$ cat config.mk
export PLATFORM = sky130hd
export DESIGN_NAME = game_session_controller
export DESIGN_NICKNAME = d
export VERILOG_FILES = /design/src/rtl/game_session_controller.sv
export SDC_FILE = /design/constraint.sdc
export NUM_CORES = 1
export LEC_CHECK = 0
export CORE_MARGIN = 2
export CORE_UTILIZATION = 36
export DETAILED_ROUTE_END_ITERATION = 12
export PLACE_DENSITY_LB_ADDON = 0.2
export SLEW_MARGIN = 20
export SYNTH_ARGS = -nofsm -noshare
export SYNTH_HDL_FRONTEND = slang
export SYNTH_SLANG_ARGS = --single-unit
export TNS_END_PERCENT = 5
$ cat constraint.sdc
create_clock -name clk -period 3.6 [get_ports clk]
set_input_delay 0.54 -clock clk [delete_from_list [all_inputs] [get_ports clk]]
set_output_delay 0.54 -clock clk [all_outputs]
set_load 0.005 [all_outputs]
$ cat src/rtl/game_session_controller.sv
// Purpose : runs one player session per authenticator login; saves the final score and issues the logout handshake.
// Latency : game_enable rises 1 cycle after LoggedIn is sampled; score_we 1 cycle after game_over/logout_button; LogoutCommand 1 cycle later.
// Backpres: none; LogoutCommand is re-pulsed every RETRY_CYCLES cycles until LoggedOut is seen.
//
// Ports: clk/rst (synchronous, active-high), sec_tick, authenticator handshake (LoggedIn, LoggedOut, isGuest,
//        PlayerAddress, LogoutCommand), user/game events (activity, logout_button, game_over, score), score memory
//        port (score_addr, score_we, score_wdata, best_score), status (game_enable, session_guest, timeout_flag).
// Option : define HIGH_SCORE_EN to write the score only when it beats best_score.
module game_session_controller #(
    parameter int INACTIVITY_SECS = 30,
    parameter int SCORE_W         = 8,
    parameter int RETRY_CYCLES    = 16
) (
    input  logic               clk,
    input  logic               rst,
    input  logic               sec_tick,
    input  logic               LoggedIn,
    input  logic               LoggedOut,
    input  logic               isGuest,
    input  logic [4:0]         PlayerAddress,
    input  logic               activity,
    input  logic               logout_button,
    input  logic               game_over,
    input  logic [SCORE_W-1:0] score,
    input  logic [SCORE_W-1:0] best_score,
    output logic               LogoutCommand,
    output logic               game_enable,
    output logic               session_guest,
    output logic [4:0]         score_addr,
    output logic               score_we,
    output logic [SCORE_W-1:0] score_wdata,
    output logic               timeout_flag
);

    localparam int IDLE_W  = $clog2(INACTIVITY_SECS + 1);
    localparam int RETRY_W = (RETRY_CYCLES > 1) ? $clog2(RETRY_CYCLES) : 1;

    typedef enum logic [2:0] {
        IDLE,
        ACTIVE,
        SAVE,
        LOGOUT,
        WAIT_OUT
    } state_t;

    state_t             state;
    state_t             nextState;
    logic [IDLE_W-1:0]  idleCnt;
    logic [RETRY_W-1:0] retryCnt;
    logic               latchSession;
    logic               latchScore;
    logic               setTimeout;
    logic               retryWrap;
    logic               saveAllowed;

`ifdef HIGH_SCORE_EN
    assign saveAllowed = (score_wdata > best_score);
`else
    assign saveAllowed = 1'b1;
    logic unusedBestScore;
    assign unusedBestScore = ^best_score;
`endif

    always_ff @(posedge clk) begin
        if (rst) begin
            state <= IDLE;
        end else begin
            state <= nextState;
        end
    end

    always_comb begin
        nextState     = state;
        game_enable   = 1'b0;
        score_we      = 1'b0;
        LogoutCommand = 1'b0;
        latchSession  = 1'b0;
        latchScore    = 1'b0;
        setTimeout    = 1'b0;
        retryWrap     = 1'b0;
        case (state)
            IDLE: begin
                if (LoggedIn) begin
                    latchSession = 1'b1;
                    nextState    = ACTIVE;
                end
            end
            ACTIVE: begin
                game_enable = 1'b1;
                // Authenticator-side drop wins over everything: nothing to save or acknowledge.
                if (!LoggedIn) begin
                    nextState = IDLE;
                end else if (logout_button || game_over) begin
                    latchScore = 1'b1;
                    nextState  = session_guest ? LOGOUT : SAVE;
                end else if (idleCnt == IDLE_W'(INACTIVITY_SECS)) begin
                    setTimeout = 1'b1;
                    nextState  = LOGOUT;
                end
            end
            SAVE: begin
                score_we  = saveAllowed;
                nextState = LOGOUT;
            end
            LOGOUT: begin
                LogoutCommand = 1'b1;
                nextState     = WAIT_OUT;
            end
            WAIT_OUT: begin
                // LoggedIn is deliberately ignored here; only the logout acknowledge ends the session.
                if (LoggedOut) begin
                    nextState = IDLE;
                end else if (retryCnt == RETRY_W'(RETRY_CYCLES - 1)) begin
                    LogoutCommand = 1'b1;
                    retryWrap     = 1'b1;
                end
            end
            default: nextState = IDLE;
        endcase
        // Reset is synchronous, so the decoded strobes must be masked on the reset cycle itself.
        if (rst) begin
            game_enable   = 1'b0;
            score_we      = 1'b0;
            LogoutCommand = 1'b0;
        end
    end

    always_ff @(posedge clk) begin
        if (rst) begin
            idleCnt       <= '0;
            retryCnt      <= '0;
            score_addr    <= '0;
            session_guest <= 1'b0;
            score_wdata   <= '0;
            timeout_flag  <= 1'b0;
        end else begin
            if (latchSession) begin
                score_addr    <= PlayerAddress;
                session_guest <= isGuest;
                timeout_flag  <= 1'b0;
                idleCnt       <= '0;
            end else if (state == ACTIVE) begin
                // Activity wins over a coincident tick; the counter saturates at the timeout value.
                if (activity) begin
                    idleCnt <= '0;
                end else if (sec_tick && (idleCnt != IDLE_W'(INACTIVITY_SECS))) begin
                    idleCnt <= idleCnt + IDLE_W'(1);
                end
            end
            if (latchScore) begin
                score_wdata <= score;
            end
            if (setTimeout) begin
                timeout_flag <= 1'b1;
            end
            if (state == LOGOUT) begin
                retryCnt <= '0;
            end else if ((state == WAIT_OUT) && !LoggedOut) begin
                retryCnt <= retryWrap ? '0 : retryCnt + RETRY_W'(1);
            end
        end
    end

endmodule

==> summary.md <==
| Metric | Value |
|---|---|
| Vias in the first global route | `1130` |
| Setup WS post-layout | `600 ps` |
| CP required | `3060 ps` |
| Setup TNS | `0 ps` |
| Commonest cells in the netlist | `27 x dfxtp_1, 18 x a21oi_1, 11 x nor2_1` |
| WL/cell | `13.0 µm` |
| Initial DRT Pass Iterations | `4` |
| Root buffer selected by CTS | `clkbuf_4` |
| Post-CTS Repair Setup Buffers | `0` |
| Fmax | `333 MHz` |
| Mean post-synth cell area | `8.71 µm²` |
| RSZ-0062 raised after global routing | `false` |
| Top Metal Used | `met4` |
| Worst-path maximum fanout | `4` |
| Pwr Density | `about 310 nW/µm²` |
| H-tree lvl count | `1` |
| Starting density of the core | `0.375` |
| Row cnt | `21` |
| Hold Vio Cnt, Final | `0` |
| Primary FF master, synth | `dfxtp_1` |
| Reg2Reg Depth | `3` |
| Fin. max-slew vios | `0` |
| Post-synth EDFFs | `0` |
| Clock Skew | `1.74 ps` |
| TritonCTS clock tree | `done` |
| Initial antenna violation count | `0` |
| Ys async rst share | `0` |
| Max Cap Viol | `0` |
| Worst setup EP type | `output pin` |
| Layout overhead on the synthesized area | `37.2%` |
| Slew @ Worst Pin | `859 ps` |
| Routed WL | `about 3.0 mm` |
| Grt total ovfl | `0` |
| Drt drc | `0` |
| Average vias per placed instance | `5.32` |
| Num Clock Sinks | `27` |
| Synthesized instance count | `145` |
| Via Count | `around 1200` |
| I/O pin count | `48` |
| Core ar. | `between 3000 and 4000 µm²` |
| Sequential share of the synthesized area | `0.428` |
| Final net count | `217` |
| GPL Wtd Cong | `0.791` |
| CTS Hold Bufs | `0` |
| Fraction of layout cells with a size suffix above 1 | `0.0656` |
| Outcome | `complete, no violations` |
| Design Area, Final | `roughly 1700 µm²` |
| Placed inst area | `1700 µm²` |
| N_diodes | `0` |
| Final Non-Filler Cells | `approximately 230` |
| Placed Cells | `225` |
| Leakage power | `just under 0.0006 µW` |
| IO Port Bufs | `39` |
| Warnings from Yosys | `0` |
| CTS clk-pin slew, worst paths | `140 ps` |
| Arrival time worst endpoint | `about 2500 ps` |
| Metal2 WL | `1.37 mm` |
| Count leader, synth | `dfxtp_1` |
| Worst skew pair latency | `340 ps` |
| Worst hold path stage count | `2` |
| Post-route clock period utilization | `0.833` |
| Top-area cell type share of the netlist area | `0.428` |
| CTS Buf Count | `3` |
| Final setup viols | `0` |
| First-pass GRT wire length | `around 5.0 mm` |
| Initial DRC Count | `48` |
| Clk buf depth | `2` |
| Filler instances | `346` |
| Die width | `63.2 µm` |
| Critical path startpoint category | `input port` |
| Top cells by area, synth | `dfxtp_1 43%, a21oi_1 7.1%, mux2i_1 4.8%, nand3_1 4.0%, o21ai_0 4.0%` |
| Crit path time final | `3000 ps` |
| WS Path Type | `in2out` |
| Pre-CTS setup slack | `646 ps` |
| Die area | `4000 µm²` |
| Worst min path class | `reg2reg` |
| Maximum vdd drop | `0.000167 V` |
| Synthesized area | `1260 µm²` |
| Post_cts resized | `0` |
| Gr usage total | `0.156` |
| Largest net degree at the start of global routing | `16` |
| Synth Net Count | `178` |
| DR WL met3 | `183 µm` |
| Library cells used by synthesis | `35` |
| Final core occ | `0.515` |
| Antenna violation net count after detailed routing | `0` |
| Yosys reg bits | `27` |
| Top cell type by total area after synthesis | `dfxtp_1` |
| Slew HR | `0.426` |
| Metal1 wirelength | `1.37 mm` |
| Dpl hpwl | `2.20 mm` |
| Die Y | `about 63 µm` |
-- logic make-up (layout without fill, tap and decap cells) --
family	count (synthesis)	after routing	synth area share
and+or+nand+nor	53	53	0.253
AOI/OAI and AO/OA	43	43	0.201
DFF	27	27	0.428
buffers and inverters	13	51	0.0406
muxes	6	6	0.0476
adders and majority gates	3	3	0.0297
-- power by group --
part / internal, µW / switching (µW)
Combinational: 53.1 / 35.1
Clock: 42.0 / 93.7
Sequential: 308 / 8.52
Total: 403 / 137
-- through the flow --
step           hold slack [ps]  power, µW
6_report                   482        541
3_3_place_gp               457        410
5_1_grt                    511        574
4_1_cts                    489        549
2_1_floorplan              462        359
3_5_place_dp               464        412
-- worst max-delay path, stage by stage --
cell	delay, ps
clkdlybuf4s50_1	430
nor4b_1	590
nand4_1	180
a21oi_1	190
clkdlybuf4s50_1	530
-- per-layer routing --
layer,vias up,track usage
met5,-,0
met4,0,0.0734
met3,5,0.0393
met2,32,0.245
met1,561,0.200
li1,621,-
-- layout make-up --
cell class / instances / area, µm² / share of cell area
repair buffers: 43 / 420 / 0.243
multi-input cells: 105 / 671 / 0.387
well taps: 46 / 57.6 / 0.0332
flip-flops and latches: 27 / 541 / 0.312
clock buffers: 3 / 22.5 / 0.0130
clock inverters: 1 / 5.00 / 0.00289
inverters: 4 / 15.0 / 0.00867
-- registers in the layout, indices dropped and copies added, names as in the netlist --
signal and count:
score_wdata 8, idleCnt 5, score_addr 5, retryCnt 4
state 3, session_guest 1, timeout_flag 1
-- path summary, 6_finish.rpt --
kind,startpoint,endpoint,slack (ps)
setup / recovery,LoggedOut,LogoutCommand,600
setup reg to reg,state[2],retryCnt[3],1720
hold reg to reg,score_wdata[3],score_wdata[3],480
hold / removal,score_wdata[3],score_wdata[3],480
-- cells in the final DEF, fill, tap and decap left out, types with 3 or more instances in the layout --
cell and count:
dfxtp_1 27, a21oi_1 18, mux2i_1 6, clkbuf_4 3
buf_4 4, nand3_1 10, inv_1 4, clkdlybuf4s50_1 39
nand2_1 6, ha_1 3, nand4_1 6, nand2b_1 3
o21ai_0 10, a211oi_1 3, a31oi_1 3, o211ai_1 3
nor2_1 11
(Power assumes the default switching activity.)
